==> src/rtl/cpu_seq_pkg.sv <==
// rtl/cpu_seq_pkg.sv - shared sequencer state encoding and opcode-class helpers
//
// Purpose: definitions shared between instr_sequencer and control_unit.
//   seq_state_t  : IDLE, FETCH, DECODE, EXEC, HALT
//   OP_HALT      : opcode that parks the core until reset
//   is_long_op() : opcode[4:3] == 2'b10, executes for LONG_CYC cycles
//   is_alu_op()  : opcodes 5'b00001..5'b01110, update c/z/v flags
// Ports: none (package).
package cpu_seq_pkg;

    localparam int OP_W = 5;

    typedef enum logic [2:0] {
        ST_IDLE   = 3'd0,
        ST_FETCH  = 3'd1,
        ST_DECODE = 3'd2,
        ST_EXEC   = 3'd3,
        ST_HALT   = 3'd4
    } seq_state_t;

    localparam logic [OP_W-1:0] OP_HALT = 5'b00000;

    function automatic logic is_long_op(input logic [OP_W-1:0] op);
        return (op >> 3) == 5'd2;
    endfunction

    function automatic logic is_alu_op(input logic [OP_W-1:0] op);
        return (op >= 5'd1) && (op <= 5'd14);
    endfunction

endpackage

==> src/rtl/fetch_watchdog.sv <==
// rtl/fetch_watchdog.sv - counts consecutive unanswered fetch cycles
//
// Purpose: fires when the sequencer has sat in FETCH for TIMEOUT consecutive
//   cycles without mem_rdy. A mem_rdy in cycle TIMEOUT suppresses the fire,
//   so a late-but-in-time response is still accepted.
// Ports:
//   clk      in   rising-edge clock
//   rst      in   synchronous active-high reset
//   active   in   sequencer is in FETCH this cycle
//   mem_rdy  in   memory answered this cycle
//   fire     out  this is the TIMEOUT-th consecutive cycle without an answer
module fetch_watchdog #(
    parameter int TIMEOUT = 15
) (
    input  logic clk,
    input  logic rst,
    input  logic active,
    input  logic mem_rdy,
    output logic fire
);

    localparam int CW = (TIMEOUT > 1) ? $clog2(TIMEOUT + 1) : 1;

    logic [CW-1:0] count;
    logic          waiting;

    assign waiting = active && !mem_rdy;
    // count holds the number of earlier waiting cycles, so cycle TIMEOUT sees TIMEOUT-1
    assign fire    = waiting && (count == CW'(TIMEOUT - 1));

    always_ff @(posedge clk) begin
        if (rst) begin
            count <= '0;
        end else if (waiting && !fire) begin
            count <= count + 1'b1;
        end else begin
            count <= '0;
        end
    end

endmodule

==> src/rtl/instr_sequencer.sv <==
// rtl/instr_sequencer.sv - fetch/decode/execute sequencer for the simple core
//
// Purpose: fetches an instruction over a req/rdy handshake, holds it in ir,
//   presents the opcode to control_unit and gates its writes with a one-cycle
//   exec_en strobe. Long-class ops stretch EXEC to LONG_CYC cycles; OP_HALT
//   parks the sequencer until rst.
// Optional feature: define SEQ_TIMEOUT_EN to add the fetch watchdog (HALT with
//   sticky fetch_err after TIMEOUT unanswered FETCH cycles). Without it FETCH
//   waits indefinitely and fetch_err is tied low.
// Ports:
//   clk, rst     rising-edge clock, synchronous active-high reset
//   run          start/continue; sampled in IDLE and in the last EXEC cycle
//   mem_rdy      mem_rdata valid this cycle (only looked at in FETCH)
//   mem_rdata    fetched instruction word
//   mem_req      fetch request, held through FETCH
//   ir, opcode   instruction register and its top 5 bits
//   exec_en      one-cycle strobe in the final EXEC cycle
//   exec_busy    high in every EXEC cycle
//   flag_ld      exec_en qualified by ALU-class opcode
//   halted       high in HALT
//   fetch_err    watchdog fired (sticky until rst)
//   instr_cnt    retired-instruction count, wraps
module instr_sequencer #(
    parameter int INSTR_W  = 16,
    parameter int LONG_CYC = 3,
    parameter int CNT_W    = 16,
    parameter int TIMEOUT  = 15
) (
    input  logic               clk,
    input  logic               rst,
    input  logic               run,
    input  logic               mem_rdy,
    input  logic [INSTR_W-1:0] mem_rdata,
    output logic               mem_req,
    output logic [INSTR_W-1:0] ir,
    output logic [4:0]         opcode,
    output logic               exec_en,
    output logic               exec_busy,
    output logic               flag_ld,
    output logic               halted,
    output logic               fetch_err,
    output logic [CNT_W-1:0]   instr_cnt
);

    import cpu_seq_pkg::*;

    localparam int EC_W = (LONG_CYC > 1) ? $clog2(LONG_CYC) : 1;

    seq_state_t      state;
    seq_state_t      state_nxt;
    logic [EC_W-1:0] exec_cnt;
    logic            exec_last;
    logic            wd_fire;

    assign opcode    = ir[INSTR_W-1 -: 5];
    assign exec_last = (state == ST_EXEC) && (exec_cnt == '0);

`ifdef SEQ_TIMEOUT_EN
    fetch_watchdog #(
        .TIMEOUT (TIMEOUT)
    ) u_fetch_watchdog (
        .clk     (clk),
        .rst     (rst),
        .active  (state == ST_FETCH),
        .mem_rdy (mem_rdy),
        .fire    (wd_fire)
    );

    always_ff @(posedge clk) begin
        if (rst) begin
            fetch_err <= 1'b0;
        end else if (wd_fire) begin
            fetch_err <= 1'b1;
        end
    end
`else
    assign wd_fire   = 1'b0;
    assign fetch_err = 1'b0;
`endif

    // State register
    always_ff @(posedge clk) begin
        if (rst) begin
            state <= ST_IDLE;
        end else begin
            state <= state_nxt;
        end
    end

    // Next-state logic
    always_comb begin
        state_nxt = state;
        case (state)
            ST_IDLE: begin
                if (run) state_nxt = ST_FETCH;
            end
            ST_FETCH: begin
                if (mem_rdy)      state_nxt = ST_DECODE;
                else if (wd_fire) state_nxt = ST_HALT;
            end
            ST_DECODE: begin
                state_nxt = (opcode == OP_HALT) ? ST_HALT : ST_EXEC;
            end
            ST_EXEC: begin
                // run is only consulted once the instruction retires
                if (exec_cnt == '0) state_nxt = run ? ST_FETCH : ST_IDLE;
            end
            ST_HALT: begin
                state_nxt = ST_HALT;
            end
            default: begin
                state_nxt = ST_IDLE;
            end
        endcase
    end

    // Output logic
    always_comb begin
        mem_req   = (state == ST_FETCH);
        exec_busy = (state == ST_EXEC);
        exec_en   = exec_last;
        flag_ld   = exec_last && is_alu_op(opcode);
        halted    = (state == ST_HALT);
    end

    // Instruction register, exec stretch counter, retire counter
    always_ff @(posedge clk) begin
        if (rst) begin
            ir        <= '0;
            exec_cnt  <= '0;
            instr_cnt <= '0;
        end else begin
            if ((state == ST_FETCH) && mem_rdy) begin
                ir <= mem_rdata;
            end
            if (state == ST_DECODE) begin
                exec_cnt <= is_long_op(opcode) ? EC_W'(LONG_CYC - 1) : '0;
            end else if ((state == ST_EXEC) && (exec_cnt != '0)) begin
                exec_cnt <= exec_cnt - 1'b1;
            end
            if (exec_last) begin
                instr_cnt <= instr_cnt + 1'b1;
            end
        end
    end

endmodule

==> config.mk <==
export PLATFORM = sky130hd
export DESIGN_NAME = instr_sequencer
export DESIGN_NICKNAME = d
export VERILOG_FILES = /design/src/rtl/cpu_seq_pkg.sv /design/src/rtl/fetch_watchdog.sv /design/src/rtl/instr_sequencer.sv
export SDC_FILE = /design/constraint.sdc
export NUM_CORES = 1
export LEC_CHECK = 0
export CORE_UTILIZATION = 47
export DETAILED_ROUTE_END_ITERATION = 12
export GPL_TIMING_DRIVEN = 0
export PLACE_DENSITY = 0.95
export SLEW_MARGIN = 10
export SYNTH_ARGS = -nofsm -noshare
export SYNTH_HDL_FRONTEND = slang
export SYNTH_HIERARCHICAL = 1
export SYNTH_SLANG_ARGS = --single-unit
==> constraint.sdc <==
create_clock -name clk -period 5.5 [get_ports clk]
set_clock_uncertainty 0.2 [all_clocks]
set_input_delay 1.65 -clock clk [delete_from_list [all_inputs] [get_ports clk]]
set_output_delay 1.65 -clock clk [all_outputs]
set_load 0.05 [all_outputs]
==> qor.yml <==
status:
  outcome: "finished clean"
route:
  first_pass_iters: 4
  ant_nets: 0
  vias: 1656
  routed_via_density: 5.14
  post-route-drc-count: 0
  wl_per_cell_um: 13.1
  wl_um: 4220
  dr.first_iter.drc_count: 97
cts:
  cts_made_buffers: 5
  cts_tree: "done"
  clk_path_buf_depth: 2
  h-tree-depth: 2
  post_cts_buffers: 0
  insertion_delay_ns: 0.34
  cts.sinks: 37
  cts-root-buf: "clkbuf_4"
  ctsHoldBuffers: 0
  cts.repair.resized: 0
  cts.clk_slew.worst_paths_ns: 0.11
setup_path:
  critical_path_class: "register to output pin"
  required_ns: 3.65
  reg2regPathDepth: 6
  crit_fanout: 9
  cp-start-kind: "register"
  worstPathArrival_ns: 2.36
  reg2reg_to: "instr_cnt[12]"
  cp-end-kind: "output pin"
  rr_startpoint: "exec_cnt[0]"
  r2r_slack_ns: 3.15
logic_synthesis:
  ys_ff_latch: 37
  netlist.area_leader.share_pct: 44.3
  synth_cells: 207
  yosys_warnings: 6
  synthDistinctLibCells: 37
  synth.net_count: 229
  syn_area_mm2: 0.00167
  yosysTopAreaCell: "dfxtp_1"
  synthTopCellsByArea: "dfxtp_1 (44%), nand2_1 (9.2%), a21oi_1 (7.5%)"
  async_reset_ff_share_pct: 0
  avgSynthCellArea_um2: 8.07
  synth_commonest_cells: "nand2_1 (41), dfxtp_1 (37), a21oi_1 (25)"
  ys.flop_type: "dfxtp_1"
  synth_edf_count: 0
  yosysMostFrequentCell: "nand2_1"
  ys_seq_area_share_pct: 44.3
placement:
  dp_hpwl_um: 3060
  place_area_mm2: 0.00234
  routabilityCongestion: 0.799
  portBuffers: 61
layout:
  area_growth_pct: 45.1
  multi_input_area_um2: 817
  utilization_pct: 72.1
  ff_latch_area_um2: 741
  drive_gt1_share_pct: 6.88
  fin_area_mm2: 0.00242
  nFillCells: 279
  antenna_cells: 0
  finalNetCount: 297
grt:
  overflow: 0
  grt_pass1_wl_um: 6390
  grtUsageMet3_pct: 6.93
  grt_max_degree: 12
  antenna_found_initial: 0
  grt-busiest-layer: "met2"
  grt_usage_pct: 22.9
  grt_pass1_vias: 1508
  gr-usage-met2_pct: 39.5
  use_met1_pct: 26.1
run:
  cap_violations: 0
sta:
  tightestPinTransition_ns: 0.694
  whs_ns: 0.267
  rsz0062_at_grt: "false"
  finalCriticalPeriod_ns: 4.21
  fin_crit_sh_pct: 76.5
  hold_viol_final: 0
  final-max-slew-violation-count: 0
  setup_tns_ns: 0
  clock.fmax_ghz: 0.238
  slew_headroom_pct: 53.3
  finalSetupViolations: 0
die:
  core_area_mm2: 0.00336
  die_area_mm2: 0.00380
  top_level_ports: 63
  die_x_um: 61.6
  initial_core_util_pct: 49.7
  fp.dieH_um: 61.6
  rows: 21
power_and_ir_drop:
  power_leakage_nw: 0.843
  power_density_mw_per_mm2: 246
  power_frac_seq_pct: 47.6
  p_int_w: 0.000429
  swShare_pct: 28.1
  p_sw_w: 0.000168
  power_frac_comb_pct: 19.2
  peakVddDrop_uv: 187
  clockPowerShare_pct: 33.2
worst_hold_path:
  hold_end: "ir[3]"
  hold_depth: 2
  min_path_type: "register to register"
  hold_start: "ir[3]"
-- cells by family after synthesis --
kind of cell | count (synthesis) | share of synthesized area, %
AO/OA/AOI/OAI | 39 | 13.6
XOR/XNOR | 9 | 4.72
adder cells (fa/ha/maj) | 2 | 1.50
buffers and inverters | 23 | 6.74
flip-flops | 37 | 44.3
multiplexers | 1 | 0.674
other | 1 | 0.225
AND/OR/NAND/NOR | 95 | 28.2
-- final cells by class --
type	count	share of cell area, %
multi-input combinational	147	33.7
sequential	37	30.6
timing repair buffer	61	25.2
buffer	16	3.56
tap	46	2.37
clock buffer	7	2.27
clock inverter	1	1.24
inverter	7	1.08
-- registers in the layout (all words and copies together), names as in the netlist --
signal     count
instr_cnt     16
ir            16
exec_cnt       2
state          3
-- stage by stage --
stage	power [W]	cells	setup slack, ns
2_1_floorplan	0.000361	207	1.75
3_3_place_gp	0.000401	314	1.74
3_5_place_dp	0.000404	314	1.70
4_1_cts	0.000599	322	1.29
5_1_grt	0.000618	322	1.19
6_report	0.000597	322	1.29
-- power by group through the flow --
stage                     registers [W]  clock network (W)  logic (W)
after floorplan                0.000310                  0  0.0000506
after global placement         0.000290                  0   0.000111
after detailed placement       0.000290                  0   0.000113
after CTS                      0.000284           0.000200   0.000114
after global routing           0.000285           0.000211   0.000121
final                          0.000284           0.000198   0.000114
-- critical path, cell delays in order (launching register included) --
cell and delay [ns]:
dfxtp_1 0.35, inv_1 0.06, ha_1 0.28, nand4b_4 0.21, nor3_1 0.25, clkdlybuf4s50_1 0.85
-- layer usage --
metal / vias up / share of wire [%]
met1: 763 / 42
li1: 829 / -
met3: 13 / 3.7
met5: - / 0
met4: 0 / 2.9
met2: 51 / 51
-- how the worst max path moves through the flow --
stage,end,slack [ns],depth (start not counted),startpoint
after floorplan,flag_ld,1.75,2,ir[11]
after global placement,flag_ld,1.74,5,exec_cnt[0]
after detailed placement,flag_ld,1.70,5,exec_cnt[0]
after CTS,flag_ld,1.29,5,exec_cnt[0]
after global routing,flag_ld,1.19,5,exec_cnt[0]
final,flag_ld,1.29,5,exec_cnt[0]
-- layout by cell type, fill, tap and decap left out, types with 2 or more instances in the layout --
cell type,Yosys,routed
inv_1,7,7
buf_4,6,6
ha_1,2,2
and2_1,3,3
xor2_1,3,3
o31ai_1,3,3
nor4_1,3,3
dfxtp_1,37,37
nand3b_1,2,2
nor2b_1,6,6
clkbuf_4,0,5
nand2_1,41,41
nand3_1,6,6
nand2b_1,3,3
xnor2_1,6,6
or4_1,3,3
nor3_1,6,6
nor2_1,13,13
clkbuf_1,6,7
a21oi_1,25,25
o21ai_0,3,3
or3_1,2,2
clkdlybuf4s50_1,0,61
or2_1,2,2
a21boi_0,2,2
nand4_1,2,2
buf_2,3,3
Note: power is estimated with default switching activity, not from simulation.
